===== config.mk =====
export PLATFORM = sky130hd
export DESIGN_NAME = riscv_instr_realigner
export DESIGN_NICKNAME = d
export VERILOG_FILES = /design/src/rtl/riscv_instr_realigner.sv
export SDC_FILE = /design/constraint.sdc
export NUM_CORES = 1
export LEC_CHECK = 0
export CORE_ASPECT_RATIO = 0.7
export CORE_MARGIN = 4
export CORE_UTILIZATION = 40
export CTS_CLUSTER_SIZE = 25
export DETAILED_ROUTE_END_ITERATION = 12
export HOLD_SLACK_MARGIN = 0.1
export PLACE_DENSITY_LB_ADDON = 0.3
export SLEW_MARGIN = 20
export SYNTH_ARGS = -nofsm -noshare
export SYNTH_HDL_FRONTEND = slang
export SYNTH_SLANG_ARGS = --single-unit

===== constraint.sdc =====
create_clock -name clk -period 5.8 [get_ports clk]
set_input_delay 1.45 -clock clk [delete_from_list [all_inputs] [get_ports clk]]
set_output_delay 1.45 -clock clk [all_outputs]
set_load 0.01 [all_outputs]

===== src/rtl/riscv_instr_realigner.sv =====
// Realigns 32-bit prefetch words into whole RV32IC instructions, holding at most
// one upper-halfword residue between words for compressed and spanning instructions.
//
// state   | meaning
// ALIGNED | no residue held; next instruction starts in the incoming fetch word
// RESIDUE | res_q holds the upper halfword of a popped word, which is the next instruction start
module riscv_instr_realigner #(
    parameter int unsigned ADDR_WIDTH = 32
) (
    input  logic                  clk,
    input  logic                  rst_n,
    input  logic                  clear_i,
    input  logic                  fetch_valid_i,
    output logic                  fetch_ready_o,
    input  logic [31:0]           fetch_rdata_i,
    input  logic [ADDR_WIDTH-1:0] fetch_addr_i,
    input  logic                  fetch_is_hwlp_i,
    output logic                  instr_valid_o,
    input  logic                  instr_ready_i,
    output logic [31:0]           instr_rdata_o,
    output logic [ADDR_WIDTH-1:0] instr_addr_o,
    output logic                  instr_is_compressed_o,
    output logic                  instr_is_hwlp_o,
    output logic                  residue_valid_o
);

    typedef enum logic {
        ALIGNED = 1'b0,
        RESIDUE = 1'b1
    } state_e;

    state_e                  state_q, state_d;
    logic [15:0]             res_q, res_d;
    logic [ADDR_WIDTH-1:0]   res_addr_q, res_addr_d;
    logic                    res_hwlp_q, res_hwlp_d;

    logic                    valid;
    logic                    pop;
    logic [31:0]             rdata;
    logic [ADDR_WIDTH-1:0]   addr;
    logic                    hwlp;

    logic [15:0]             fetch_lo;
    logic [15:0]             fetch_hi;
    logic                    lo_compressed;
    logic                    hi_compressed;
    logic                    res_compressed;
    logic [ADDR_WIDTH-1:0]   fetch_res_addr;
    logic                    unused_addr_bit;

    assign fetch_lo        = fetch_rdata_i[15:0];
    assign fetch_hi        = fetch_rdata_i[31:16];
    assign lo_compressed   = (fetch_lo[1:0] != 2'b11);
    assign hi_compressed   = (fetch_hi[1:0] != 2'b11);
    assign res_compressed  = (res_q[1:0] != 2'b11);
    assign fetch_res_addr  = {fetch_addr_i[ADDR_WIDTH-1:2], 2'b10};
    assign unused_addr_bit = fetch_addr_i[0];

    always_comb begin
        state_d    = state_q;
        res_d      = res_q;
        res_addr_d = res_addr_q;
        res_hwlp_d = res_hwlp_q;
        valid      = 1'b0;
        pop        = 1'b0;
        rdata      = 32'h0;
        addr       = '0;
        hwlp       = 1'b0;

        if (clear_i) begin
            state_d    = ALIGNED;
            res_d      = 16'h0;
            res_addr_d = '0;
            res_hwlp_d = 1'b0;
        end else begin
            case (state_q)
                ALIGNED: begin
                    if (fetch_valid_i) begin
                        if (!fetch_addr_i[1]) begin
                            valid = 1'b1;
                            addr  = fetch_addr_i;
                            hwlp  = fetch_is_hwlp_i;
                            if (lo_compressed) begin
                                rdata = {16'h0, fetch_lo};
                                if (instr_ready_i) begin
                                    pop        = 1'b1;
                                    res_d      = fetch_hi;
                                    res_addr_d = fetch_res_addr;
                                    res_hwlp_d = fetch_is_hwlp_i;
                                    state_d    = RESIDUE;
                                end
                            end else begin
                                rdata = fetch_rdata_i;
                                pop   = instr_ready_i;
                            end
                        end else if (hi_compressed) begin
                            valid = 1'b1;
                            rdata = {16'h0, fetch_hi};
                            addr  = fetch_addr_i;
                            hwlp  = fetch_is_hwlp_i;
                            pop   = instr_ready_i;
                        end else begin
                            // Unaligned 32-bit target: swallow the word into the residue (bubble).
                            pop        = 1'b1;
                            res_d      = fetch_hi;
                            res_addr_d = fetch_res_addr;
                            res_hwlp_d = fetch_is_hwlp_i;
                            state_d    = RESIDUE;
                        end
                    end
                end
                RESIDUE: begin
                    if (res_compressed) begin
                        valid = 1'b1;
                        rdata = {16'h0, res_q};
                        addr  = res_addr_q;
                        hwlp  = res_hwlp_q;
                        if (instr_ready_i) begin
                            state_d = ALIGNED;
                        end
                    end else if (fetch_valid_i) begin
                        valid = 1'b1;
                        rdata = {fetch_lo, res_q};
                        addr  = res_addr_q;
                        hwlp  = res_hwlp_q;
                        if (instr_ready_i) begin
                            pop        = 1'b1;
                            res_d      = fetch_hi;
                            res_addr_d = fetch_res_addr;
                            res_hwlp_d = fetch_is_hwlp_i;
                        end
                    end
                end
                default: begin
                    state_d = ALIGNED;
                end
            endcase
        end
    end

    always_ff @(posedge clk or negedge rst_n) begin
        if (!rst_n) begin
            state_q    <= ALIGNED;
            res_q      <= 16'h0;
            res_addr_q <= '0;
            res_hwlp_q <= 1'b0;
        end else begin
            state_q    <= state_d;
            res_q      <= res_d;
            res_addr_q <= res_addr_d;
            res_hwlp_q <= res_hwlp_d;
        end
    end

    // Outputs are forced low while reset is asserted, even if a fetch word is presented.
    assign fetch_ready_o         = rst_n & pop;
    assign instr_valid_o         = rst_n & valid;
    assign instr_rdata_o         = rst_n ? rdata : 32'h0;
    assign instr_addr_o          = rst_n ? addr : '0;
    assign instr_is_hwlp_o       = rst_n & hwlp;
    assign instr_is_compressed_o = rst_n & valid & (rdata[1:0] != 2'b11);
    assign residue_valid_o       = rst_n & (state_q == RESIDUE);

endmodule


==> summary.md <==
| Metric | Value |
|---|---|
| Wire per inst | ~17 um |
| RSZ-0062 raised after global routing | false |
| Yosys cell types | 34 |
| CP Class | input pin to output pin |
| First drt pass iteration count | 5 |
| Ratio of cells with drive above 1 in the final layout | 4.93% |
| Synth Warn # | 0 |
| Layout Utilization | 60.8% |
| Netlist Area Pre-Place | around 3600 um^2 |
| Synth area leaders | dfrtp_1 (34%), nand2b_1 (16%), mux2i_1 (13%) |
| Worst hold margin | 0.509 ns |
| Largest net degree at the start of global routing | around 100 |
| Slew @ Worst Pin | 0.898 ns |
| CTS tree | built |
| Final hold violations | 0 |
| Final period utilization | 87.5% |
| Maxcap violations | 0 |
| Die ar. | 10,700 um^2 |
| Vias/cell | 5.36 |
| Dpl cells | 661 |
| Worst skew pair latency | 0.28 ns |
| Sequential-to-total area share from yosys stat | 34.3% |
| Post-CTS Setup Repair Bufs | 0 |
| Core area | 8650 um^2 |
| Port-buffer cells | 138 |
| H-tree depth | 2 |
| DRC | 0 |
| Total clock sinks | 50 |
| Starting Density | 42.2% |
| Reg area | 1250 um^2 |
| Fillers | roughly 770 |
| Vias | 3,580 |
| Power per cell area | about 180 nW/um^2 |
| Synth area leader | dfrtp_1 |
| Number of synthesized flops with an enable pin | 0 |
| Asr flop ratio synth | between 90% and 100% |
| N_diodes | 0 |
| Hold path depth | 1 |
| Vias in the first global route | between 3k and 4k |
| Fin. max-slew vios | 0 |
| CP Capture Type | output pin |
| Top-Level Pins | between 100 and 150 |
| Crit path arrival time | approximately 3.6 ns |
| Max Fanout on Critical Path | 18 |
| VDD IR max | between 0.15 and 0.2 mV |
| Global Route Usage Sum | 21.2% |
| Rel. slew slack | around two fifths |
| Die width | 122 um |
| Row count | 28 |
| Post-route antenna net violation count | 0 |
| Leakage | 2.11 nW |
| Syn_nets | roughly 500 |
| CTS root buffer | clkbuf_16 |
| Final HPWL DP | 8.05 mm |
| CTS buffer count | 5 |
| # nets final | 618 |
| Status | completed |
| Critical Path RT | 4.35 ns |
| Layout area overhead | 44.2% |
| Finish-stage setup viols | 0 |
| Setup TNS | 0 ns |
| Cts repair resizes | 0 |
| Overall power | about 0.00097 W |
| Initial antenna violation count | 0 |
| Global-route wire length before repair | roughly 19 mm |
| Final wirelength | 11.4 mm |
| Cell depth of the worst flop-to-flop path | 4 |
| CP Launch Type | input pin |
| Non-Filler Instances | between 600 and 700 |
| Main synth FF type | dfrtp_1 |
| Congestion Overflow GR | 0 |
| Register bit count reported by yosys | 50 |
| Die H | 87.9 um |
| Max Freq | 197 MHz |
| Synthesized instance count | 431 |
| Multi-input gate area | 2160 um^2 |
| GPL Wtd Cong | around 0.81 |
| Mean Syn Cell Area | 8.47 um^2 |
| Final Critical Period | 5.08 ns |
| Area fraction of the dominant cell type after synthesis | 34.3% |
| HP Class | register to register |
| Clk_skew | 0.00265 ns |
| Worst-path clk slew | 0.06 ns |
| CTS max path bufs | 2 |
| Cts-stage hold buffer count | 0 |
| Initial drt markers | 304 |
[report_power, final]
part / leakage (nW) / total (W) / switching, W / internal [W]
combinational: 1.35 / 0.000242 / 0.000115 / 0.000126
sequential: 0.681 / 0.000385 / 0.0000161 / 0.000369
clock: 0.0829 / 0.000338 / 0.000125 / 0.000213
[cell type report]
cell class / count / area share [%]
Inverter: 19 / 1.36
Multi-Input combinational cell: 322 / 41.0
Timing Repair Buffer: 150 / 27.8
Clock inverter: 1 / 0.571
Tap cell: 120 / 2.85
Sequential cell: 50 / 23.8
Clock buffer: 6 / 2.64
[cell families (layout without fill, tap and decap cells)]
group	Yosys count	in the layout	share of synthesized area, %
and+or+nand+nor	165	165	24.5
AOI/OAI and AO/OA	110	110	21.3
buffers and inverters	59	176	7.06
DFF	50	50	34.3
muxes	47	47	12.9
[cell usage after synthesis (2+ instances only)]
library cell   n
a211oi_1       2
o21a_1         2
dfrtp_1       50
buf_1          2
mux2i_1       47
o22ai_1       15
a2111oi_0      2
a22oi_1       19
buf_6          2
clkbuf_1      25
buf_2          8
and2_1         4
a22o_1        30
a21oi_1       32
inv_1         19
nand2b_1      96
buf_4          3
o21ai_0        2
nor2_1        39
nor3_1         2
nand2_1       17
[metrics by stage]
step	worst slack, ns	cell area [um^2]
after floorplan	1.66	3650
after global placement	0.755	5090
after detailed placement	0.755	5090
after CTS	0.740	5260
after global routing	0.520	5260
final	0.724	5260
[routing by layer]
layer	global-route usage (%)	wire, um	part of all wire [%]	vias to the layer above
met5	0	0	0	-
met4	3.86	59	0.52	0
met3	4.33	842	7.4	7
met2	33.1	5130	45	141
met1	31.0	5330	47	1718
li1	-	-	-	1714
[critical path: stages]
cell and delay, ns:
clkdlybuf4s50_1 0.53, buf_4 0.27, o21a_1 0.16, nor2_1 0.03, a2111oi_0 0.45, and2_1 0.19, clkdlybuf4s50_1 0.54
[placed cells by master, fill, tap and decap left out, types with 4 or more instances in the layout]
master and count:
a21oi_1 32, a22o_1 30, a22oi_1 19, and2_1 4
buf_4 12, clkbuf_16 5, clkdlybuf4s50_1 136, dfrtp_1 50
inv_1 19, mux2i_1 47, nand2_1 17, nand2b_1 96
nor2_1 38, o22ai_1 15
[path summary, 6_finish.rpt]
| check | from | endpoint | slack, ns |
|---|---|---|---|
| min in group asynchronous | rst_n | res_addr_q[6]$_DFFE_PN0P_ | 1.33 |
| setup reg to reg | state_q$_DFF_PN0_ | res_addr_q[29]$_DFFE_PN0P_ | 3.57 |
| max in group asynchronous | rst_n | res_addr_q[15]$_DFFE_PN0P_ | 4.01 |
| hold reg to reg | res_addr_q[1]$_DFFE_PN0P_ | res_addr_q[1]$_DFFE_PN0P_ | 0.51 |
| hold / removal | res_addr_q[1]$_DFFE_PN0P_ | res_addr_q[1]$_DFFE_PN0P_ | 0.51 |
| setup / recovery | fetch_valid_i | instr_rdata_o[0] | 0.72 |
[flip-flops by register name, indices dropped and copies added, names as in the netlist]
signal / flops
res_addr_q: 32
res_q: 16
state_q: 1
res_hwlp_q: 1
Power figures use the tool's default switching activity.
